File: src/rtl/fib_pkg.sv
// Shared types and constants for the Fibonacci engine.
package fib_pkg;

    typedef enum logic [1:0] {
        IDLE = 2'd0,
        OP   = 2'd1,
        DONE = 2'd2
    } fib_state_e;

    localparam int unsigned FIB_MAX_IDX_32 = 47;

endpackage

File: src/rtl/fibonacci_iterative.sv
// Iterative Fibonacci engine with start/ready/done handshake and overflow flag.
// Optional build macro FIB_ABORT_EN adds an abort_i input that cancels a computation in OP.
module fibonacci_iterative
    import fib_pkg::*;
#(
    parameter int unsigned INDEX_W = 32,
    parameter int unsigned OUT_W   = 32,
    parameter int unsigned MAX_IDX = FIB_MAX_IDX_32
) (
    input  logic               clk_i,
    input  logic               reset_i,
    input  logic               start_i,
    input  logic [INDEX_W-1:0] index_i,
`ifdef FIB_ABORT_EN
    input  logic               abort_i,
`endif
    output logic               ready_o,
    output logic               done_o,
    output logic               overflow_o,
    output logic [OUT_W-1:0]   fib_o
);

    fib_state_e         state, state_next;
    logic [INDEX_W-1:0] n_reg;
    logic [OUT_W-1:0]   t0, t1;
    logic               idx_too_big;
    logic               abort_req;

    assign idx_too_big = (index_i > INDEX_W'(MAX_IDX));

`ifdef FIB_ABORT_EN
    assign abort_req = abort_i;
`else
    assign abort_req = 1'b0;
`endif

    always_ff @(posedge clk_i or posedge reset_i) begin
        if (reset_i) begin
            state <= IDLE;
        end else begin
            state <= state_next;
        end
    end

    always_comb begin
        state_next = state;
        case (state)
            IDLE: begin
                if (start_i) begin
                    state_next = idx_too_big ? DONE : OP;
                end
            end
            OP: begin
                // Abort takes priority over completion in the same cycle.
                if (abort_req) begin
                    state_next = IDLE;
                end else if (n_reg == '0) begin
                    state_next = DONE;
                end
            end
            DONE:    state_next = IDLE;
            default: state_next = IDLE;
        endcase
    end

    always_comb begin
        ready_o = (state == IDLE);
        done_o  = (state == DONE);
    end

    always_ff @(posedge clk_i or posedge reset_i) begin
        if (reset_i) begin
            fib_o      <= '0;
            overflow_o <= 1'b0;
            t0         <= '0;
            t1         <= '0;
            n_reg      <= '0;
        end else begin
            case (state)
                IDLE: begin
                    if (start_i) begin
                        if (idx_too_big) begin
                            fib_o      <= '1;
                            overflow_o <= 1'b1;
                        end else begin
                            n_reg      <= index_i;
                            t0         <= '0;
                            t1         <= OUT_W'(1);
                            overflow_o <= 1'b0;
                        end
                    end
                end
                OP: begin
                    if (!abort_req) begin
                        if (n_reg == '0) begin
                            fib_o <= t0;
                        end else begin
                            // t1 may wrap on the last step for MAX_IDX; only t0 is ever output.
                            t0    <= t1;
                            t1    <= t0 + t1;
                            n_reg <= n_reg - INDEX_W'(1);
                        end
                    end
                end
                default: ;
            endcase
        end
    end

endmodule

File: config.mk
export PLATFORM = sky130hd
export DESIGN_NAME = fibonacci_iterative
export DESIGN_NICKNAME = d
export VERILOG_FILES = /design/src/rtl/fib_pkg.sv /design/src/rtl/fibonacci_iterative.sv
export SDC_FILE = /design/constraint.sdc
export NUM_CORES = 1
export LEC_CHECK = 0
export CORE_MARGIN = 2
export CORE_UTILIZATION = 47
export DETAILED_ROUTE_END_ITERATION = 10
export PLACE_DENSITY = 0.68
export RECOVER_POWER = 100
export SLEW_MARGIN = 10
export SYNTH_ARGS = -nofsm -noshare
export SYNTH_HDL_FRONTEND = slang
export SYNTH_SLANG_ARGS = --single-unit
File: constraint.sdc
create_clock -name clk_i -period 5.29 [get_ports clk_i]
set_input_delay 0.7935 -clock clk_i [delete_from_list [all_inputs] [get_ports clk_i]]
set_output_delay 0.7935 -clock clk_i [all_outputs]
set_load 0.005 [all_outputs]
==> summary.md <==
| Metric | Value |
|---|---|
| Status | `finished with violations` |
| Failing checks | `capacitance limit, slew limit` |
| Die Span Y | `~130 um` |
| Gpl congestion | `approximately 0.91` |
| Kind of start point of the critical path | `flop` |
| Vias in the first global route | `6,189` |
| CP most frequent cell | `or4_4` |
| Routed wl met3 | `790 um` |
| Max-Slew Margin vs Limit | `-0.784` |
| Cells after synthesis | `~810` |
| F_max | `232 MHz` |
| Largest net degree at the start of global routing | `66` |
| Reg-to-reg slack, setup | `0.97 ns` |
| Mapped cell area | `between 7000 and 8000 um^2` |
| RR Endpoint | `n_reg[27]` |
| Simple-gate share of the synthesized area | `0.177` |
| Row count | `45` |
| Die width | `about 130 um` |
| Cell Pwr Density | `between 600 and 700 nW/um^2` |
| DRC | `0` |
| Ant. Diodes | `0` |
| Max H-tree Level | `4` |
| Via-to-Cell Ratio | `5.81` |
| WHS Endpoint | `overflow_o` |
| Filler instances | `1,321` |
| Synth top area share | `0.455` |
| Ys Warns | `0` |
| Leading area contributor after synthesis | `dfrtp_1` |
| Primary FF master, synth | `dfrtp_1` |
| Hold buffers post-CTS | `0` |
| Clock slew at reported path FFs | `about 0.060 ns` |
| FF-to-FF path depth | `7` |
| Sequential cell area | `roughly 3300 um^2` |
| Area grow syn2layout | `19.2%` |
| Crit-path cells | `or4_4 > or4_4 > o31ai_4 > a21o_1 > clkbuf_1 > o21ai_0 > o21ai_1` |
| Leakage | `3.79 nW` |
| Post-synthesis xor/xnor area fraction | `0.0291` |
| Buf/Inv on CP | `1` |
| Avg Synthesized Cell Area | `8.93 um^2` |
| Initial antenna violation count | `0` |
| Clock Path Buffers | `2` |
| CP top delay family | `compound AO/OA/AOI/OAI gates` |
| Multi-input logic area | `around 3700 um^2` |
| Routed WL per cell | `roughly 16 um` |
| First-pass GRT wire length | `slightly below 30 mm` |
| Post-Synth Adder-Cell Area | `0.0600` |
| Critical Path RT | `5.62 ns` |
| R2R Path Start | `n_reg[8]` |
| Unrepaired setup endpoints after global routing | `false` |
| Final period utilization | `0.816` |
| Post-synth cell types | `62` |
| Final Slew Violations | `60` |
| Crit Path Class | `flop to flop` |
| Layout cells sized above 1 | `0.0655` |
| Die area | `~16,000 um^2` |
| Metal-1 WL | `between 7 and 8 mm` |
| Total CTS buffers | `17` |
| Largest family of logic cells by synthesized area | `compound AO/OA/AOI/OAI gates` |
| Final hold violations | `0` |
| Worst EP arrival | `about 4.7 ns` |
| Met2 wire len | `8.08 mm` |
| Setup Skew | `~0.0084 ns` |
| Hold Crit Class | `flop to flop` |
| Hold depth | `2` |
| Synth Area in Compound Gates | `0.239` |
| Layout Nets | `926` |
| Top-level I/O count | `70` |
| CTS tree | `done` |
| Crit-path max cell delay | `around 0.85 ns` |
| Hold path startpoint | `overflow_o` |
| Starting Density | `0.478` |
| Number of synthesized flops with an enable pin | `0` |
| Post-DP HPWL | `roughly 12 mm` |
| Mux cell area share after synthesis | `0.00416` |
| Sequential area share after synthesis | `0.455` |
| Crit path max fanout | `25` |
| Syn_nets | `877` |
| Final TNS setup | `0 ns` |
| Worst-margin pin slew | `about 2.7 ns` |
| Post-Route WL | `17.1 mm` |
| Post-cts resize count | `0` |
| Input/output buffers | `between 60 and 70` |
| Overflow after GRT | `0` |
| Core Region | `~15,000 um^2` |
| Initial DRC Count | `453` |
| Ranking of synthesized cells by area | `dfrtp_1 45%, o21ai_1 6.0%, ha_1 5.7%, nand2_1 5.1%, nor2_1 4.6%` |
| Yosys reg bits | `around 130` |
| Sink Count | `131` |
| Via count | `6,146` |
| Worst setup EP type | `flop` |
| GRT Overall Usage | `0.225` |
| Final Cell Area | `approximately 8600 um^2` |
| Asr flop ratio synth | `1.00` |
| Top sig layer | `met4` |
| Final ANT Viol Nets | `0` |
| Final setup vio count | `0` |
| DP Area | `8020 um^2` |
| Peak VDD IR | `between 0.0003 and 0.0004 V` |
| Root Buffer | `clkbuf_16` |
| Min Tclk post-route | `approximately 4.3 ns` |
| Post-CTS setup buffer count | `0` |
| Critical Path Slowest Stage Cell | `clkbuf_1` |
| Skew-Pair Late Insertion Delay | `0.42 ns` |
| Max-Cap Viols | `1` |
| 1st-pass router iterations | `5` |
| Critical path launch point | `n_reg[8]` |
how the worst max path moves through the flow:
| stage | cells past startpoint | slack (ns) | to |
|---|---|---|---|
| after floorplan | 1 | 1.0 | fib_o[0] |
| after global placement | 7 | 1.70 | t1[24] |
| after detailed placement | 6 | 1.58 | fib_o[3] |
| after CTS | 6 | 1.55 | fib_o[31] |
| after global routing | 9 | 0.65 | n_reg[27] |
| final | 7 | 0.97 | n_reg[27] |
cell usage after synthesis, types with 7 or more instances:
cell type	number
dfrtp_1	131
nand2_1	98
nor2_1	88
o21ai_1	86
a21oi_1	59
a22o_1	35
ha_1	33
clkbuf_1	29
o21ai_0	26
nand3_1	18
nor3_1	18
xor2_1	16
inv_1	13
buf_2	12
a21o_1	10
nor4_1	10
o211ai_1	8
xnor2_1	8
nand4_1	7
o22ai_1	7
power by group:
part	internal, W	leakage (nW)	total, W	switching, W
logic	0.000939	1.88	0.00222	0.00129
registers	0.00145	1.65	0.00180	0.000359
clock network	0.000699	0.270	0.00116	0.000461
worst min-delay path: cells and delay by family, from the launching register on:
kind            cells  cell delay (ns)
compound gates      1             0.06
simple gates        1             0.04
flops               1             0.33
placed cells by master, fill, tap and decap left out, drive strengths merged, types with 3 or more instances in the layout:
master	count
or2	3
a31oi	4
clkdlybuf4s50	32
nor3	20
nand3	18
a22o	35
clkinvlp	6
o21ai	114
nand3b	3
a21oi	59
buf	4
nand2	99
nand2b	5
nor2b	4
o22ai	7
a211oi	5
o31ai	7
clkinv	3
clkbuf	22
inv	17
o21bai	3
a22oi	4
o21a	4
nor3b	4
xnor2	8
mux2i	3
xor2	16
nand4	7
ha	33
a21o	10
or3	5
nor4	11
dfrtp	131
o211ai	8
dlygate4sd3	37
or4	5
nor2	88
and3	4
logic make-up (layout without fill, tap and decap cells):
family	count (synthesis)	count (layout)
AO/OA/AOI/OAI	277	277
XOR/XNOR	24	24
adder cells (fa/ha/maj)	34	34
buffers and inverters	61	123
flip-flops	131	131
multiplexers	3	3
AND/OR/NAND/NOR	278	278
per-layer routing:
layer  vias up  global-route usage
li1       3018                   -
met1      2961               0.296
met2       149               0.377
met3        18              0.0463
met4         0              0.0666
met5         -                   0
final cells by class:
type / instances / area share
flip-flops and latches: 131 / 0.381
well taps: 188 / 0.0274
clock buffers: 18 / 0.0499
repair buffers: 77 / 0.0861
inverters: 14 / 0.00626
clock inverters: 14 / 0.0181
multi-input cells: 616 / 0.431
metrics by stage:
step	power (W)	std cells	setup WS [ns]	hold slack (ns)	utilization
5_1_grt	0.00565	1058	0.646	0.502	0.569
3_3_place_gp	0.00408	1026	1.70	0.464	0.532
3_5_place_dp	0.00416	1026	1.58	0.472	0.532
2_1_floorplan	0.00342	808	0.999	0.444	-
6_report	0.00519	1058	0.974	0.471	0.569
4_1_cts	0.00536	1058	1.55	0.483	0.570
Power figures use the tool's default switching activity.
